$ cat src/rtl/bcd_entry_pkg.sv
// Shared types and constants for the BCD operand entry slice.
// Holds the entry FSM state type and the digit priority helper.
package bcd_entry_pkg;

  localparam int BCD_W = 4;
  localparam int NKEYS = 10;

  typedef enum logic [1:0] {
    ENTRY_A = 2'd0,
    ENTRY_B = 2'd1,
    DONE    = 2'd2
  } entry_state_t;

  function automatic logic [BCD_W-1:0] low_digit(
    input logic [NKEYS-1:0] ev
  );
    logic [BCD_W-1:0] r;
    r = '0;
    for (int k = NKEYS - 1; k >= 0; k--) begin
      if (ev[k]) r = BCD_W'(k);
    end
    return r;
  endfunction

endpackage

$ cat src/rtl/bcd_operand_entry_pb_edge.sv
// Rising-edge detector for a group of pushbuttons (module pb_edge).
// A held key yields one single-cycle rise pulse.
module pb_edge #(
  parameter int W = 1
) (
  input  logic         hz100,
  input  logic         reset,
  input  logic [W-1:0] in,
  output logic [W-1:0] rise
);

  logic [W-1:0] q;

  // previous key levels
  always_ff @(posedge hz100) begin
    if (reset) q <= '0;
    else       q <= in;
  end

  assign rise = in & ~q;

endmodule

$ cat src/rtl/bcd_operand_entry.sv
// Pushbutton entry of two packed-BCD operands ahead of the adder.
// Optional macro BCD_BKSP_EN adds a backspace key.
module bcd_operand_entry
  import bcd_entry_pkg::*;
#(
  parameter int NDIGITS = 2
) (
  input  logic                     hz100,
  input  logic                     reset,
  input  logic [NKEYS-1:0]         digit_pb,
  input  logic                     enter_pb,
  input  logic                     clear_pb,
  input  logic                     bksp_pb,
  output logic [BCD_W*NDIGITS-1:0] op_a,
  output logic [BCD_W*NDIGITS-1:0] op_b,
  output logic                     op_valid,
  output logic [1:0]               state,
  output logic [2:0]               digit_count
);

  localparam int W = BCD_W * NDIGITS;

  logic [NKEYS-1:0] dig_ev;
  logic [1:0]       ctl_ev;
  logic             enter_ev;
  logic             clr_ev;
  logic             bksp_ev;
  logic [BCD_W-1:0] dig;

  logic [1:0]   st_q, st_d;
  logic [W-1:0] a_q, a_d;
  logic [W-1:0] b_q, b_d;
  logic         v_q, v_d;
  logic [2:0]   cnt_q, cnt_d;
  logic [W-1:0] cur, cur_d;

  pb_edge #(.W(NKEYS)) u_dig (
    .hz100 (hz100),
    .reset (reset),
    .in    (digit_pb),
    .rise  (dig_ev)
  );

  pb_edge #(.W(2)) u_ctl (
    .hz100 (hz100),
    .reset (reset),
    .in    ({clear_pb, enter_pb}),
    .rise  (ctl_ev)
  );

  assign enter_ev = ctl_ev[0];
  assign clr_ev   = ctl_ev[1];
  assign dig      = low_digit(dig_ev);

`ifdef BCD_BKSP_EN
  pb_edge #(.W(1)) u_bk (
    .hz100 (hz100),
    .reset (reset),
    .in    (bksp_pb),
    .rise  (bksp_ev)
  );
`else
  logic unused_bksp;
  assign unused_bksp = bksp_pb;
  assign bksp_ev     = 1'b0;
`endif

  // state and operand registers
  always_ff @(posedge hz100) begin
    if (reset) begin
      st_q  <= ENTRY_A;
      a_q   <= '0;
      b_q   <= '0;
      v_q   <= 1'b0;
      cnt_q <= '0;
    end else begin
      st_q  <= st_d;
      a_q   <= a_d;
      b_q   <= b_d;
      v_q   <= v_d;
      cnt_q <= cnt_d;
    end
  end

  assign cur = (st_q == ENTRY_B) ? b_q : a_q;

  // next state: clear > enter > bksp > digit
  always_comb begin
    st_d  = st_q;
    a_d   = a_q;
    b_d   = b_q;
    v_d   = v_q;
    cnt_d = cnt_q;
    cur_d = cur;
    if (clr_ev) begin
      st_d  = ENTRY_A;
      a_d   = '0;
      b_d   = '0;
      v_d   = 1'b0;
      cnt_d = '0;
    end else begin
      case (st_q)
        ENTRY_A, ENTRY_B: begin
          if (enter_ev) begin
            if (st_q == ENTRY_A) begin
              st_d  = ENTRY_B;
              cnt_d = '0;
            end else begin
              st_d = DONE;
              v_d  = 1'b1;
            end
          end else if (bksp_ev) begin
            if (cnt_q != 3'd0) begin
              cur_d = cur >> BCD_W;
              cnt_d = cnt_q - 3'd1;
            end
          end else if (|dig_ev) begin
            if (cnt_q < 3'(NDIGITS)) begin
              cur_d = W'({cur, dig});
              cnt_d = cnt_q + 3'd1;
            end
          end
          if (st_q == ENTRY_A) a_d = cur_d;
          else                 b_d = cur_d;
        end
        DONE: begin
          if (enter_ev) begin
            st_d  = ENTRY_A;
            a_d   = '0;
            b_d   = '0;
            v_d   = 1'b0;
            cnt_d = '0;
          end
        end
        default: st_d = ENTRY_A;
      endcase
    end
  end

  assign op_a        = a_q;
  assign op_b        = b_q;
  assign op_valid    = v_q;
  assign state       = st_q;
  assign digit_count = cnt_q;

endmodule
$ cat config.mk
export PLATFORM = sky130hd
export DESIGN_NAME = bcd_operand_entry
export DESIGN_NICKNAME = d
export VERILOG_FILES = /design/src/rtl/bcd_entry_pkg.sv /design/src/rtl/bcd_operand_entry_pb_edge.sv /design/src/rtl/bcd_operand_entry.sv
export SDC_FILE = /design/constraint.sdc
export NUM_CORES = 1
export LEC_CHECK = 0
export ABC_AREA = 0
export CAP_MARGIN = 20
export CORE_ASPECT_RATIO = 1.2
export CORE_MARGIN = 3
export CORE_UTILIZATION = 45
export CTS_CLUSTER_SIZE = 8
export DETAILED_ROUTE_END_ITERATION = 16
export HOLD_SLACK_MARGIN = 0.02
export PLACE_DENSITY = 0.78
export REMOVE_ABC_BUFFERS = 1
export SYNTH_ARGS = -nofsm -noshare
export SYNTH_HDL_FRONTEND = slang
export SYNTH_SLANG_ARGS = --single-unit
$ cat constraint.sdc
create_clock -name hz100 -period 1.9 [get_ports hz100]
set_clock_uncertainty 0.2 [all_clocks]
set_input_delay 0.19 -clock hz100 [delete_from_list [all_inputs] [get_ports hz100]]
set_output_delay 0.19 -clock hz100 [all_outputs]
set_load 0.01 [all_outputs]
==> out/metrics.csv, run 1 <==
metric,value,unit
status,completed,
synth_area,1717,µm²
slew_headroom,77.79,%
grt_pass1_wl,7024,µm
setup.worst_path.start_class,input port,
fmax,547.2,MHz
reg2reg_slack,0.08,ns
antenna_found_initial,0,
grt_use_total,19.24,%
ys.flop_type,dfxtp_1,
netlist-cell-type-count,43,
power.leakage,0.9727,nW
num_vias,1589,
drt_wl_total,4380,µm
wl_per_cell,14.80,µm
post_cts_buffers,0,
multiInputGateArea,1037,µm²
yosys_warnings,0,
worst-path-stages,6,
hold_end,u_dig.q[7],
crit_type,in2reg,
powerDensity,667.7,nW/µm²
dr.pass1.iters,4,
r2r_start,state[1],
fin_crit_sh,96.19,%
synthCells,177,
fin_ws,0.07240,ns
num_antenna_cells,0,
finalSetupViolations,0,
clock_path_buffers,2,
crit_fanout,2,
syn_area_per_cell,9.699,µm²
tightest_slew,0.3332,ns
io_buffers,35,
rr_worst_depth,6,
worstHoldPathType,in2reg,
h-tree-depth,2,
slowest_delay,0.42,ns
final-hold-violation-count,0,
final_cells,296,
dp_slack,-0.2119,ns
drc,0,
cp_top_family,compound AO/OA/AOI/OAI gates,
clkTransAtPathRegs,0.07,ns
drtAntennaViolNets,0,
mostFrequentLayoutCells,"clkdlybuf4s50_1 (34), dfxtp_1 (33), buf_4 (30)",
power.share.clock,32.7,%
syn_to_final_growth,46.65,%
combPwrFrac,22.2,%
vdd_drop_max,0.0004936,V
grt_pass1_vias,1597,
std_cell_rows,23,
insertion_delay,0.28,ns
crit_arrival,1.81,ns
endpoint_kind,flop,
tritoncts,done,
viasPerCell,5.368,
crit_chain,clkdlybuf4s50_1 > nor2b_4 > nor4_4 > a31o_1 > mux2_4 > a32o_1,
p_sw_share,26.92,%
fin_nets,264,
layout_commonest_cell,clkdlybuf4s50_1,
yosysTopAreaCellShare,39.65,%
gp_congestion,0.8819,
maxCapViolations,0,
drive_above_1_share,26.83,%
die_w,62.38,µm
p_seq_share,45.1,%
path_buf_inv,1,
dp.cells,288,
ys_seq_elements,34,
grt_overflow_total,0,
postCtsHoldBufs,0,
drt_iter0_drc,78,
synth_top_cells_by_area,"dfxtp_1 (40%), mux2i_1 (6.4%), nor2b_1 (5.8%), a32o_1 (4.1%), nor2b_4 (3.2%)",
internal-power,1.229,mW
cts_root_buf,clkbuf_8,
fp.dieH,73.66,µm
ys_seq_area_share,39.65,%
io_pins,37,
crit_required,1.88,ns
synth_area_leader_cell,dfxtp_1,
dieArea,4595,µm²
cp_slowest_cell,clkdlybuf4s50_1,
power,1.681,mW
fillers,281,
min_path_cells,3,
core_area,3511,µm²
grt_max_degree,13,
async_flop_share,0,%
slew_viol_final,0,
initial_core_util,48.90,%
r2r_end,op_b[2],
p_sw,452.4,µW
regArea,684.4,µm²
min_from,digit_pb[7],
synth_edf_count,0,
cts-buffers-inserted,5,
dp_hpwl,3395,µm
cts_sinks,34,
period_minus_slack,1.828,ns
hold_ws,0.08497,ns
synthesized netlist by cell type (4+ instances only):
library cell and instances:
dfxtp_1 34, nor2b_1 16, nand2_1 12, mux2i_1 11
a21oi_1 10, inv_1 8, a32o_1 7, nand2b_1 7
o211ai_1 6, a22o_1 5, nor2_1 5, clkbuf_1 4
ha_1 4, nor2b_4 4, o21ai_0 4
worst max-delay path by stage:
stage	start	to	slack, ns
global placement	digit_pb[7]	op_b[4]	-0.20
detailed placement	digit_pb[7]	op_b[7]	-0.21
CTS	state[1]	op_b[7]	0.007
floorplan	state[1]	op_b[4]	-0.16
global route	state[1]	op_b[2]	-0.01
finish	digit_pb[3]	op_b[4]	0.07
metal layers:
metal | part of all wire (%) | routed length, µm | global-route usage, %
met3 | 3.1 | 134 | 2.752
met4 | 1.6 | 68 | 7.353
met5 | 0 | 0 | 0
met2 | 54 | 2363 | 38.40
met1 | 41 | 1814 | 20.47
worst register-to-register path, cell delays in order (launching register included):
cell and delay (ns):
dfxtp_1 0.31, inv_1 0.10, ha_2 0.26, buf_6 0.18, mux2i_4 0.29, o22ai_1 0.16, a32o_1 0.23
power groups by stage:
stage                     combinational (mW)  clock [mW]  sequential [mW]
after floorplan                        0.172           0            0.776
after global placement                 0.340           0            0.771
after detailed placement               0.351           0            0.773
after CTS                              0.355       0.561            0.757
after global routing                   0.405       0.587            0.761
final                                  0.373       0.550            0.758
flip-flops by register name (all words and copies together), names as in the netlist:
register,count
op_a,8
u_ctl.q,2
state,2
op_b,8
digit_count,3
op_valid,1
u_dig.q,10
layout make-up:
class	count	share of cell area, %
clock buffer	7	3.429
clock inverter	1	0.1988
inverter	8	1.193
multi-input combinational	128	41.20
sequential	34	27.19
tap	50	2.485
timing repair buffer	68	24.30
what timing repair did:
item	4_1_cts	5_1_grt
gates resized for setup	2	18
pin swaps	0	4
endpoints found under the setup margin	2	19
through the flow:
stage / utilization [%] / instance area (µm²) / setup TNS, ns
4_1_cts: 69.42 / 2437 / 0
6_report: 71.70 / 2517 / 0
5_1_grt: 71.70 / 2517 / -0.01273
3_3_place_gp: 66.61 / 2338 / -2.060
3_5_place_dp: 66.61 / 2338 / -2.695
2_1_floorplan: - / 1678 / -0.3210
cells by family after synthesis:
| logic type | count (synthesis) | synth area share [%] |
|---|---|---|
| multiplexers | 14 | 8.600 |
| flip-flops | 34 | 39.65 |
| adder cells (fa/ha/maj) | 4 | 2.916 |
| AO/OA/AOI/OAI | 49 | 20.92 |
| AND/OR/NAND/NOR | 61 | 23.91 |
| buffers and inverters | 15 | 4.008 |
No activity file was read; power rests on OpenSTA's default activity.
==> run 2: changes to the inputs <==
--- a/config.mk
+++ b/config.mk
@@ -12,6 +12,7 @@
 export CORE_UTILIZATION = 45
 export CTS_CLUSTER_SIZE = 8
 export DETAILED_ROUTE_END_ITERATION = 16
+export GPL_TIMING_DRIVEN = 0
 export HOLD_SLACK_MARGIN = 0.02
 export PLACE_DENSITY = 0.78
 export REMOVE_ABC_BUFFERS = 1
==> constraint.sdc (replaced) <==
create_clock -name hz100 -period 1.9 [get_ports hz100]
set_clock_uncertainty 0.2 [all_clocks]
set_input_delay 0.57 -clock hz100 [delete_from_list [all_inputs] [get_ports hz100]]
set_output_delay 0.57 -clock hz100 [all_outputs]
set_load 0.01 [all_outputs]
==> run 2 against run 1 <==
Effect of this change:
- core utilization is 0.39 points higher
- cell count is 1.7% lower
- register-to-register slack worse by 0.13 ns
- first-iteration DRC count is 38% higher
- maximum frequency is 6.9% lower
- hold slack better by 0.19 ns
- critical endpoint is now op_a[0]
- the run now ends with setup timing left
==> out/metrics.csv, run 2 (synthesis results as in run 1) <==
metric,value,unit,change
num_antenna_cells,0,,unchanged
die_w,62.38,µm,unchanged
crit_fanout,11,,+9
grt_pass1_wl,7176,µm,+2.2%
met3_usage,4.893,%,+2.1 points
grt_use_total,19.81,%,+0.57 points
core_area,3511,µm²,unchanged
num_vias,1673,,+5.3%
violations,setup timing,,
cp_top_family,buffers and inverters,,
power.leakage,1.088,nW,+12%
drive_above_1_share,34.85,%,+8.0 points
wl_per_cell,17.97,µm,+21%
cts_root_buf,clkbuf_8,,
status,"finished, violations left",,
grt_pass1_vias,1511,,-5.4%
drc,0,,unchanged
insertion_delay,0.28,ns,about the same
use_met1,20.89,%,+0.42 points
largest_reg_flops,10,,unchanged
drtAntennaViolNets,0,,unchanged
worstHoldPathType,reg2reg,,
cts-buffers-inserted,5,,unchanged
grt_max_degree,15,,+2
setup.worst_path.start_class,input port,,
setup_tns,-0.1075,ns,-0.1075 ns
fin_crit_sh,103.4,%,+7.2 points
dp_hpwl,2833,µm,-17%
clock_path_buffers,2,,unchanged
final-hold-violation-count,0,,unchanged
path_buf_inv,2,,+1
antenna_found_initial,0,,unchanged
fp.dieH,73.66,µm,unchanged
period_minus_slack,1.964,ns,+0.1362 ns
final_cell_area,2531,µm²,+0.55%
std_cell_rows,23,,unchanged
slowest_delay,0.59,ns,+0.17 ns
grtUsageMet2,38.16,%,-0.24 points
dieArea,4595,µm²,unchanged
fin_ws,-0.06381,ns,-0.1362 ns
gr-max-usage-layer,met2,,
finalSetupViolations,7,,+7
io_buffers,35,,unchanged
clkTransAtPathRegs,0.07,ns,about the same
endpoint_kind,flop,,
power,1.718,mW,+2.2%
powerDensity,678.6,nW/µm²,+1.6%
fin_nets,259,,-1.9%
drt_iter0_drc,108,,+38%
initial_core_util,48.90,%,unchanged
crit_chain,clkdlybuf4s50_1 > a21o_4 > nor3_4 > buf_12 > a32oi_1 > o21ai_1,,
crit_arrival,1.93,ns,+0.12 ns
viasPerCell,5.749,,+7.1%
syn_to_final_growth,47.45,%,
tightest_slew,0.3420,ns,+0.008744 ns
gp_congestion,0.8062,,-8.6%
top_register,u_dig.q,,
tritoncts,done,,
rsz0062_at_grt,true,,
hold_ws,0.2763,ns,+0.1913 ns
grt_overflow_total,0,,unchanged
slew_viol_final,0,,unchanged
cp_slowest_cell,clkdlybuf4s50_1,,
vdd_drop_max,0.0004115,V,-17%
drt_wl_total,5229,µm,+19%
dr.pass1.iters,4,,unchanged
cts_sinks,34,,unchanged
fin_util,72.10,%,+0.39 points
slew_headroom,76.55,%,-1.2 points
io_pins,37,,unchanged
placed_cell_area,2091,µm²,-11%
layout_commonest_cell,dfxtp_1,,
fmax,509.2,MHz,-6.9%
mostFrequentLayoutCells,"dfxtp_1 (32), buf_4 (25), dlygate4sd2_1 (24)",,
maxCapViolations,0,,unchanged
crit_required,1.86,ns,-0.02 ns
fillers,261,,-7.1%
h-tree-depth,2,,unchanged
crit_type,in2reg,,
[run 2: worst paths after layout]
check / start / endpoint / slack [ns] / cells after the start
worst max-delay path: clear_pb / op_a[0] / -0.06 / 6
worst min-delay path: op_valid / op_valid / 0.28 / 2
worst max register to register: state[1] / op_a[0] / -0.05 / 7
worst min register to register: op_valid / op_valid / 0.28 / 2
[run 2: power by group]
part           internal [mW]  switching (mW)
clock network          0.292           0.259
registers              0.739          0.0231
logic                  0.193           0.210
[run 2: per-layer routing]
layer / vias to the layer above / share of wire (%)
met5: - / 0
met4: 0 / 3.8
met3: 19 / 5.8
met2: 93 / 53
met1: 791 / 38
li1: 770 / -
[run 2: worst min-delay path: cells and delay by family, from the launching register on]
kind	cells	cell delay [ns]
compound gates	1	0.05
flops	1	0.32
simple gates	1	0.06
[run 2: metrics by stage]
step,worst slack [ns],std cells
6_report,-0.06381,291
5_1_grt,-0.1095,291
4_1_cts,0.0002576,276
3_5_place_dp,-0.9962,255
3_3_place_gp,-0.9318,255
2_1_floorplan,-0.3302,170
[run 2: repair_timing]
item                       in CTS  in global routing
hold buffers                    0                  0
resized for setup              87                 17
setup endpoints to repair      41                 17
pin swaps                       9                 10
setup buffers                  13                 15
[run 2: layout make-up]
cell class | instances | area (µm²) | area share, %
clock buffers | 7 | 86.33 | 3.411
clock inverters | 1 | 5.005 | 0.1977
inverters | 8 | 30.03 | 1.186
multi-input cells | 128 | 1140 | 45.03
flip-flops and latches | 34 | 685.7 | 27.09
well taps | 50 | 62.56 | 2.472
repair buffers | 63 | 521.8 | 20.61
